<file path="src/rtl/mul_seq_pkg.sv">
// Shared definitions for the sequential multiplier: FSM state encodings and
// the iteration-counter width helper.
package mul_seq_pkg;

   localparam logic [2:0] IDLE  = 3'd0;
   localparam logic [2:0] NEGA  = 3'd1;
   localparam logic [2:0] NEGB  = 3'd2;
   localparam logic [2:0] MUL   = 3'd3;
   localparam logic [2:0] NEGLO = 3'd4;
   localparam logic [2:0] NEGHI = 3'd5;

   // Counter must hold the value N itself, hence the extra bit.
   function automatic int cnt_width(input int n);
      return $clog2(n) + 1;
   endfunction

endpackage

</file>
<file path="src/rtl/mul_seq_rc_adder.sv">
// N-bit ripple-carry adder; the single arithmetic resource of mul_seq.
module rc_adder #(
   parameter int N = 32
) (
   input  logic [N-1:0] a,
   input  logic [N-1:0] b,
   output logic [N-1:0] s,
   output logic         c
);

   logic [N:0] carry;

   assign carry[0] = 1'b0;

   for (genvar i = 0; i < N; i++) begin : g_fa
      assign s[i]       = a[i] ^ b[i] ^ carry[i];
      assign carry[i+1] = (a[i] & b[i]) | (carry[i] & (a[i] ^ b[i]));
   end

   assign c = carry[N];

endmodule

</file>
<file path="src/rtl/mul_seq.sv">
// Sequential NxN->2N signed/unsigned multiplier producing HI/LO. Operands are
// made non-negative, multiplied by shift-add, and the product negated if needed.
module mul_seq
   import mul_seq_pkg::*;
#(
   parameter int N = 32
) (
   input  logic         clk,
   input  logic         rst,
   input  logic         start,
   input  logic         is_signed,
   input  logic [N-1:0] a,
   input  logic [N-1:0] b,
   output logic         busy,
   output logic         done,
   output logic [N-1:0] hi,
   output logic [N-1:0] lo
);

   localparam int CW = cnt_width(N);
   localparam logic [CW-1:0] CNT_ONE = {{(CW-1){1'b0}}, 1'b1};
   localparam logic [N-1:0]  ONE     = {{(N-1){1'b0}}, 1'b1};

   logic [2:0]    state;
   logic [N-1:0]  mcand;
   logic [CW-1:0] cnt;
   logic          neg;
   logic          sgn;
   logic          cy;

   logic [N-1:0]  add_x;
   logic [N-1:0]  add_y;
   logic [N-1:0]  sum;
   logic          c;

   // Operand mux for the shared adder, selected by the current state.
   always_comb begin
      add_x = '0;
      add_y = '0;
      case (state)
         NEGA: begin
            add_x = ~mcand;
            add_y = ONE;
         end
         NEGB: begin
            add_x = ~lo;
            add_y = ONE;
         end
         MUL: begin
            add_x = hi;
            if (lo[0]) begin
               add_y = mcand;
            end else begin
               add_y = '0;
            end
         end
         NEGLO: begin
            add_x = ~lo;
            add_y = ONE;
         end
         NEGHI: begin
            add_x = ~hi;
            add_y = {{(N-1){1'b0}}, cy};
         end
         default: begin
            add_x = '0;
            add_y = '0;
         end
      endcase
   end

   rc_adder #(.N(N)) u_add (
      .a (add_x),
      .b (add_y),
      .s (sum),
      .c (c)
   );

   // FSM and datapath registers.
   always_ff @(posedge clk) begin
      if (rst) begin
         state <= IDLE;
         busy  <= 1'b0;
         done  <= 1'b0;
         hi    <= '0;
         lo    <= '0;
         mcand <= '0;
         cnt   <= '0;
         neg   <= 1'b0;
         sgn   <= 1'b0;
         cy    <= 1'b0;
      end else begin
         done <= 1'b0;
         case (state)
            IDLE: begin
               if (start) begin
                  mcand <= a;
                  lo    <= b;
                  hi    <= '0;
                  sgn   <= is_signed;
                  neg   <= is_signed & (a[N-1] ^ b[N-1]);
                  cnt   <= CW'(N);
                  state <= NEGA;
                  busy  <= 1'b1;
               end
            end
            NEGA: begin
               if (sgn & mcand[N-1]) mcand <= sum;
               state <= NEGB;
            end
            NEGB: begin
               if (sgn & lo[N-1]) lo <= sum;
               state <= MUL;
            end
            MUL: begin
               hi  <= {c, sum[N-1:1]};
               lo  <= {sum[0], lo[N-1:1]};
               cnt <= cnt - CNT_ONE;
               if (cnt == CNT_ONE) state <= NEGLO;
            end
            NEGLO: begin
               // cy carries the +1 into HI when LO negates to zero.
               if (neg) begin
                  lo <= sum;
                  cy <= c;
               end
               state <= NEGHI;
            end
            NEGHI: begin
               if (neg) hi <= sum;
               state <= IDLE;
               busy  <= 1'b0;
               done  <= 1'b1;
            end
            default: begin
               state <= IDLE;
               busy  <= 1'b0;
            end
         endcase
      end
   end

endmodule

</file>
<file path="config.mk">
export PLATFORM = sky130hd
export DESIGN_NAME = mul_seq
export DESIGN_NICKNAME = d
export VERILOG_FILES = /design/src/rtl/mul_seq_pkg.sv /design/src/rtl/mul_seq_rc_adder.sv /design/src/rtl/mul_seq.sv
export SDC_FILE = /design/constraint.sdc
export NUM_CORES = 1
export LEC_CHECK = 0
export BUFFER_PORTS_ARGS = -buffer_cell sky130_fd_sc_hd__buf_2
export CAP_MARGIN = 15
export CORE_ASPECT_RATIO = 0.8
export CORE_UTILIZATION = 30
export CTS_BUF_LIST = sky130_fd_sc_hd__clkbuf_4 sky130_fd_sc_hd__clkbuf_8 sky130_fd_sc_hd__clkbuf_16
export CTS_CLUSTER_DIAMETER = 80
export DETAILED_ROUTE_END_ITERATION = 10
export GPL_TIMING_DRIVEN = 1
export PLACE_DENSITY = 0.48
export RECOVER_POWER = 100
export SETUP_SLACK_MARGIN = 0.15
export SLEW_MARGIN = 20
export SYNTH_ARGS = -nofsm -noshare
export SYNTH_HDL_FRONTEND = slang
export SYNTH_SLANG_ARGS = --single-unit
</file>
<file path="constraint.sdc">
create_clock -name clk -period 37.6 [get_ports clk]
set_input_delay 0 -clock clk [delete_from_list [all_inputs] [get_ports clk]]
set_output_delay 0 -clock clk [all_outputs]
set_load 0.01 [all_outputs]
</file>
# ---- Word level (Yosys, flattened, before mapping)
# Index checks and enable logic that the tools add are counted.
dict set report word_totals {
  romBits 0
  mem_count 0
  register_bits 110
  output_inout_bits 66
  latchBits 0
  ram_bits 0
}
dict set report op_classes {
  n_addsub 1
  multipliers 0
  eq_ne 12
  n_div 0
  order_cmp 0
  shifts 0
  n_bitwise 165
  n_reduce_logical 16
  muxes 20
}
# operator n
set op_table {}
lappend op_table {{one-hot mux 32 bit (4 select lines)} 2}
lappend op_table {{2-to-1 mux 32 bit} 7}
lappend op_table {{one-hot mux 32 bit (3 select lines)} 2}
lappend op_table {{NOT 32 bit} 3}
lappend op_table {{AND 1 bit} 66}
lappend op_table {{one-hot mux 32 bit (2 select lines)} 1}
lappend op_table {{bitwise XOR 1 bit} 64}
lappend op_table {{bitwise OR 1 bit} 31}
lappend op_table {{one-hot mux 3 bit (5 select lines)} 1}
lappend op_table {{inequality test 2 bit, second input constant} 6}
lappend op_table {{one-hot mux 6 bit (2 select lines)} 1}
lappend op_table {{AND reduction 2 bit} 5}
lappend op_table {{equality test 3 x 2 -> 1 bit, second input constant} 2}
lappend op_table {{equality test 3 bit, second input constant} 2}
lappend op_table {{equality test 6 x 1 -> 1 bit, second input constant} 1}
lappend op_table {{2-to-1 mux 3 bit} 2}
lappend op_table {{2-to-1 mux 6 bit} 1}
lappend op_table {{AND reduction 3 bit} 2}
lappend op_table {{subtractor 6 x 1 -> 6 bit, second input constant} 1}
lappend op_table {{AND reduction 4 bit} 1}
lappend op_table {{nonzero test 2 bit} 2}
lappend op_table {{nonzero test 4 bit} 1}
lappend op_table {{OR reduction 4 bit} 1}
lappend op_table {{equality test 3 x 1 -> 1 bit, second input constant} 1}
lappend op_table {{other kinds (7)} 8}

# ---- Longest topological paths before layout
dict set report logic_depth {
  depth_word 67
  depth_mapped 44
  ltp_nobuf 41
}

# ---- Hierarchy
# Synthesis repeated with hierarchy kept, for this count alone.
dict set report hier_totals {
  hier_cells 930
  hier_area_um2 7857.5
}
# module instances cells_per_inst area_each_um2 seq_area_each_um2
set modules_own_cells {}
lappend modules_own_cells {mul_seq 1 888 7186.9 2202.1}
lappend modules_own_cells {rc_adder 1 42 670.6 0.0}

# ---- Worst setup path after synthesis
# OpenSTA, ideal clock, no wires.
dict set report synth_timing {
  path_kind {reg2reg}
  from {reg state[0]}
  to {reg lo[31]}
  path_slack_ns 21.434
  required_ns 37.478
  synth_period_minus_slack_ns 16.166
  setup_ns 0.122
  n_path_buf 4
  path_stages_with_launch 44
  arrival_time_ns 16.045
  cell_sequence {dfxtp_1 buf_2 buf_2 buf_2 buf_1 o2111ai_1 o31ai_1 ha_1 inv_1 fa_1 fa_1 fa_1 fa_1 fa_1 fa_1 fa_1 fa_1 fa_1 (+8 left out) fa_1 fa_1 fa_1 fa_1 fa_1 fa_1 fa_1 fa_1 fa_1 fa_1 fa_1 fa_1 inv_1 fa_1 fa_1 nor3b_1 a221o_1 o311a_1}
}
dict set report synth_between {
  elab_chain_len 67
}
# item line_no
set synth_rtl {}
lappend synth_rtl {{from (decl)} mul_seq.sv:24} ;# logic [2:0] state;
lappend synth_rtl {{from (signal assigned)} mul_seq.sv:82} ;# state <= IDLE;
lappend synth_rtl {{from (signal assigned)} mul_seq.sv:103} ;# state <= NEGA;
lappend synth_rtl {{from (signal assigned)} mul_seq.sv:109} ;# state <= NEGB;
lappend synth_rtl {{equality test 3 bit (tied with other cells)} {mul_seq.sv:40, mul_seq.sv:94}}
lappend synth_rtl {{OR reduction 3 bit (no source line) or OR reduction 2 bit (tied branches)} -}
lappend synth_rtl {{one-hot mux 32 bit (3 select lines) or one-hot mux 32 bit (4 select lines) (tied branches)} mul_seq.sv:40} ;# case (state)
lappend synth_rtl {{AND 1 bit or bitwise XOR 1 bit (tied branches)} mul_seq_rc_adder.sv:17} ;# assign carry[i+1] = (a[i] & b[i]) | (carry[i] & (a[i] ^ b[i]));
lappend synth_rtl {{AND 1 bit} mul_seq_rc_adder.sv:17}
lappend synth_rtl {{bitwise OR 1 bit} mul_seq_rc_adder.sv:17}
lappend synth_rtl {{AND 1 bit} mul_seq_rc_adder.sv:17}
lappend synth_rtl {{bitwise OR 1 bit} mul_seq_rc_adder.sv:17}
lappend synth_rtl {{(+51 left out)} -}
lappend synth_rtl {{bitwise OR 1 bit} mul_seq_rc_adder.sv:17}
lappend synth_rtl {{AND 1 bit} mul_seq_rc_adder.sv:17}
lappend synth_rtl {{bitwise OR 1 bit} mul_seq_rc_adder.sv:17}
lappend synth_rtl {{AND 1 bit} mul_seq_rc_adder.sv:17}
lappend synth_rtl {{bitwise OR 1 bit} mul_seq_rc_adder.sv:17}
lappend synth_rtl {{bitwise XOR 1 bit} mul_seq_rc_adder.sv:16} ;# assign s[i] = a[i] ^ b[i] ^ carry[i];
lappend synth_rtl {{2-to-1 mux 32 bit (on tied branches)} {mul_seq.sv:123, mul_seq.sv:112}}
lappend synth_rtl {{one-hot mux 32 bit (4 select lines)} mul_seq.sv:94} ;# case (state)
lappend synth_rtl {{to (signal assigned)} mul_seq.sv:112} ;# if (sgn & lo[N-1]) lo <= sum;
lappend synth_rtl {{to (signal assigned)} mul_seq.sv:117} ;# lo <= {sum[0], lo[N-1:1]};
lappend synth_rtl {{to (signal assigned)} mul_seq.sv:124} ;# lo <= sum;
lappend synth_rtl {{to (decl)} mul_seq.sv:17} ;# output logic [N-1:0] lo
# Parallel ways exist; a longest one is shown, timed or not. The select of a mux whose other input is x is not followed.
# A chain may end at the register's enable or synchronous reset.

# ---- Final worst setup path
dict set report layout_timing {
  from {reg state[2]}
  to {reg lo[31]}
}
# The elaborated chain is that of the path after synthesis.

==> key figures <==
Setup path
  • Data arrival at the endpoint of the critical path: 19450 ps
  • Launching instance or port of the critical path: state[2]
  • Kind of cell with the highest combined delay on the critical path: adder cells
  • FF-to-FF Start: state[2]
  • Bufs and invs on worst path: 3
  • Nature of the critical path endpoint: register
  • Most frequent CP cell: sky130_fd_sc_hd__fa_1
  • CP required: 37850 ps
  • Max Fanout on Critical Path: 49
  • Critical Path Start Type: register
  • CP max-delay cell: sky130_fd_sc_hd__clkbuf_1
  • Crit Path Category: reg -> reg
  • Stage delay of the slowest cell on the critical path: 1120 ps

Clock tree
  • Clock tree from TritonCTS: done
  • Number of buffers between clock root and the deepest sink: 2
  • Clock Sinks: 110
  • Count of hold buffers inserted by post-cts repair: 12
  • Clock root buffer master: sky130_fd_sc_hd__clkbuf_16
  • Clock latency on the worst-skew pair: 370 ps
  • Setup repair bufs after CTS: 0
  • Clock-pin slew reported for the worst setup and hold paths after clock tree synthesis: 80 ps
  • Number of levels in the clock H-tree: 3
  • Total CTS buffers: 9
  • Resized Gates After CTS: 0

Placed design
  • Buffers on Ports: 133
  • Worst setup slack after placement: 20340 ps
  • Placer congestion estimate: 0.7857
  • Detailed-placement wirelength estimate: 17470 um

Logic synthesis
  • Number of synthesized register bits: 110
  • Number of flops mapped to enable cells by yosys: 0
  • Synth cell types: 59
  • Mapped Cells: 912
  • Sequential share of the synthesized area: 30.17%
  • Average cell area after synthesis: 8.004 sq um
  • Synth warnings: 0
  • Post-synth net total: 1014
  • Proportion of register bits with asynchronous set or reset after synthesis: 0%
  • Post-Synthesis Cell Area: 7300 sq um
  • Top flip-flop cell by instance count after synthesis: sky130_fd_sc_hd__dfxtp_1

Layout
  • Fill count: 2531
  • Nets: 1089
  • Layout Area Growth over Synthesis: 14.54%
  • Commonest cells after routing, fill and taps aside: 123 x sky130_fd_sc_hd__a21oi_1, 108 x sky130_fd_sc_hd__dfxtp_1, 104 x sky130_fd_sc_hd__nand2_1, 77 x sky130_fd_sc_hd__nor2_1, 69 x sky130_fd_sc_hd__clkbuf_1
  • Fraction of layout instances using a drive strength above 1: 13.81%
  • Commonest non-fill, non-tap cell in the layout: sky130_fd_sc_hd__a21oi_1
  • Diodes inserted: 0

Worst hold path
  • Beginning of the worst hold path: a[30]
  • Hold Crit Class: in -> reg

Power and ir drop
  • Pwr per Cell Area: 40.52 nW/um^2
  • Max VDD drop: 0.02399 mV
  • Post-layout total power: 0.0003388 W
  • Static leakage: 2.825 nW

Timing
  • Worst relative slew slack: -112.2%
  • Setup repair after global routing missed its margin: false
  • Transition time of the tightest slew-check pin: 3173 ps
  • Number of hold-slack violations in the final timing report: 1
  • Setup clock skew after layout: 14.55 ps
  • Final critical-path setup slack: 18390 ps
  • Number of setup violations in the final report: 0
  • Setup total negative slack: 0 ps
  • Maximum achievable frequency: 52.07 MHz
  • Final critical-path share of the clock period: 51.08%
  • Number of max-slew violations in the final report: 152
  • Post-layout minimum cycle time: 19210 ps
  • Tightest hold margin: -0.3278 ps

Global routing
  • Antenna violations before repair: 0
  • Pin count of the biggest net entering global routing: 71
  • Overflow after GRT: 0
  • Global-route total usage across every layer: 20.93%
  • First-pass GRT wire length: 40520 um
  • Via count of the first global-routing pass: 6724

Die
  • Vertical die dimension: 141.5 um
  • DIE WIDTH: 176.4 um
  • Row cnt: 50
  • Ports: 134
  • Starting Density: 30.87%
  • DIE AREA: 24960 sq um
  • Area of the core: 23650 sq um

Routing
  • Residual antenna-violating net count after detailed routing: 0
  • Residual DRC: 0
  • Initial DRT Pass Iterations: 5
  • Routed vias/inst: 5.531
  • Overall via count from detail_route: 7213
  • Wire length after detailed routing: 26150 um
  • Initial DRC Count: 614
  • Average wire length per cell after detail routing: 20.05 um

Job
  • Number of max-cap violations: 4

Status
  • Run status: finished with violations
  • Violated checks: negative hold slack, max-capacitance violations, max-slew violations
-- sequential cells by signal, summed over array words and instances, names as in the netlist --
| signal | flops |
|---|---|
| hi | 32 |
| state | 3 |
| busy | 1 |
| mcand | 32 |
| cy | 1 |
| lo | 32 |
| cnt | 6 |
| sgn | 1 |
| neg | 1 |
| done | 1 |
-- stage by stage --
| step | hold WS [ps] | cell area [sq um] | utilization, % | std cells |
|---|---|---|---|---|
| CTS | 0.3965 | 8493 | 35.92 | 1304 |
| finish | -0.3278 | 8361 | 35.35 | 1304 |
| detailed placement | 272.4 | 8043 | 34.01 | 1276 |
| global placement | 268.1 | 8043 | 34.01 | 1276 |
| floorplan | 136.0 | 7300 | - | 912 |
| global route | 2.586 | 8361 | 35.35 | 1304 |
-- per-layer routing --
metal | part of all wire [%] | GRT usage (%) | vias up
met5 | 0 | 0 | -
met4 | 1.4 | 4.719 | 0
met3 | 6.5 | 3.537 | 23
met2 | 43 | 31.48 | 270
met1 | 49 | 30.90 | 3451
li1 | - | - | 3469
-- synth_stat cells, drive strengths merged, types with 3 or more instances --
cell,number,share of area [%]
mux2i,23,3.2
inv,7,0.36
fa,31,8.5
a21oi,123,8.4
o22ai,57,4.9
dfxtp,110,30
o21ai,4,0.27
a21o,8,0.82
and3,4,0.34
nand2b,5,0.43
buf,50,4.1
nand2,104,5.3
nor2,79,4.1
nand3,56,3.8
a211o,29,3.5
nor3,61,4.2
a22o,3,0.36
o31ai,3,0.31
a31oi,20,1.7
o32ai,4,0.58
a211oi,43,6.4
clkbuf,49,2.5
ha,3,0.51
-- worst paths after layout --
check	endpoint	slack [ps]	cells past startpoint
min	mcand[30]	-0.3	3
min reg2reg	neg	490	2
max	lo[31]	18390	40
max reg2reg	lo[31]	18390	40
-- layout make-up --
class	instances	area, sq um	share of cell area (%)
clock buffer	10	239.0	2.858
clock inverter	6	91.34	1.092
inverter	8	30.03	0.3592
multi-input combinational	695	4573	54.70
sequential	110	2207	26.40
tap	312	390.4	4.669
timing repair buffer	163	829.5	9.922
-- where the power goes --
part	internal [W]	switching, W
Sequential	0.000125	0.0000125
Combinational	0.0000346	0.0000565
Clock	0.0000608	0.0000490
Total	0.000221	0.000118
-- cell families after synthesis --
logic type                 share of synthesized area [%]
and+or+nand+nor                                    19.99
AOI/OAI and AO/OA                                  29.57
DFF                                                30.17
buffers and inverters                              7.079
adders and majority gates                          9.016
muxes                                              3.462
xor gates and xnor gates                          0.7200
-- worst reg2reg max path: cells and delay by family (launching register included) --
| kind | cells | cell delay (ps) |
|---|---|---|
| buf+inv | 3 | 2250 |
| fa+ha+maj | 31 | 14190 |
| simple gates | 4 | 1300 |
| compound gates | 2 | 560 |
| flops | 1 | 820 |
(Power assumes the default switching activity.)
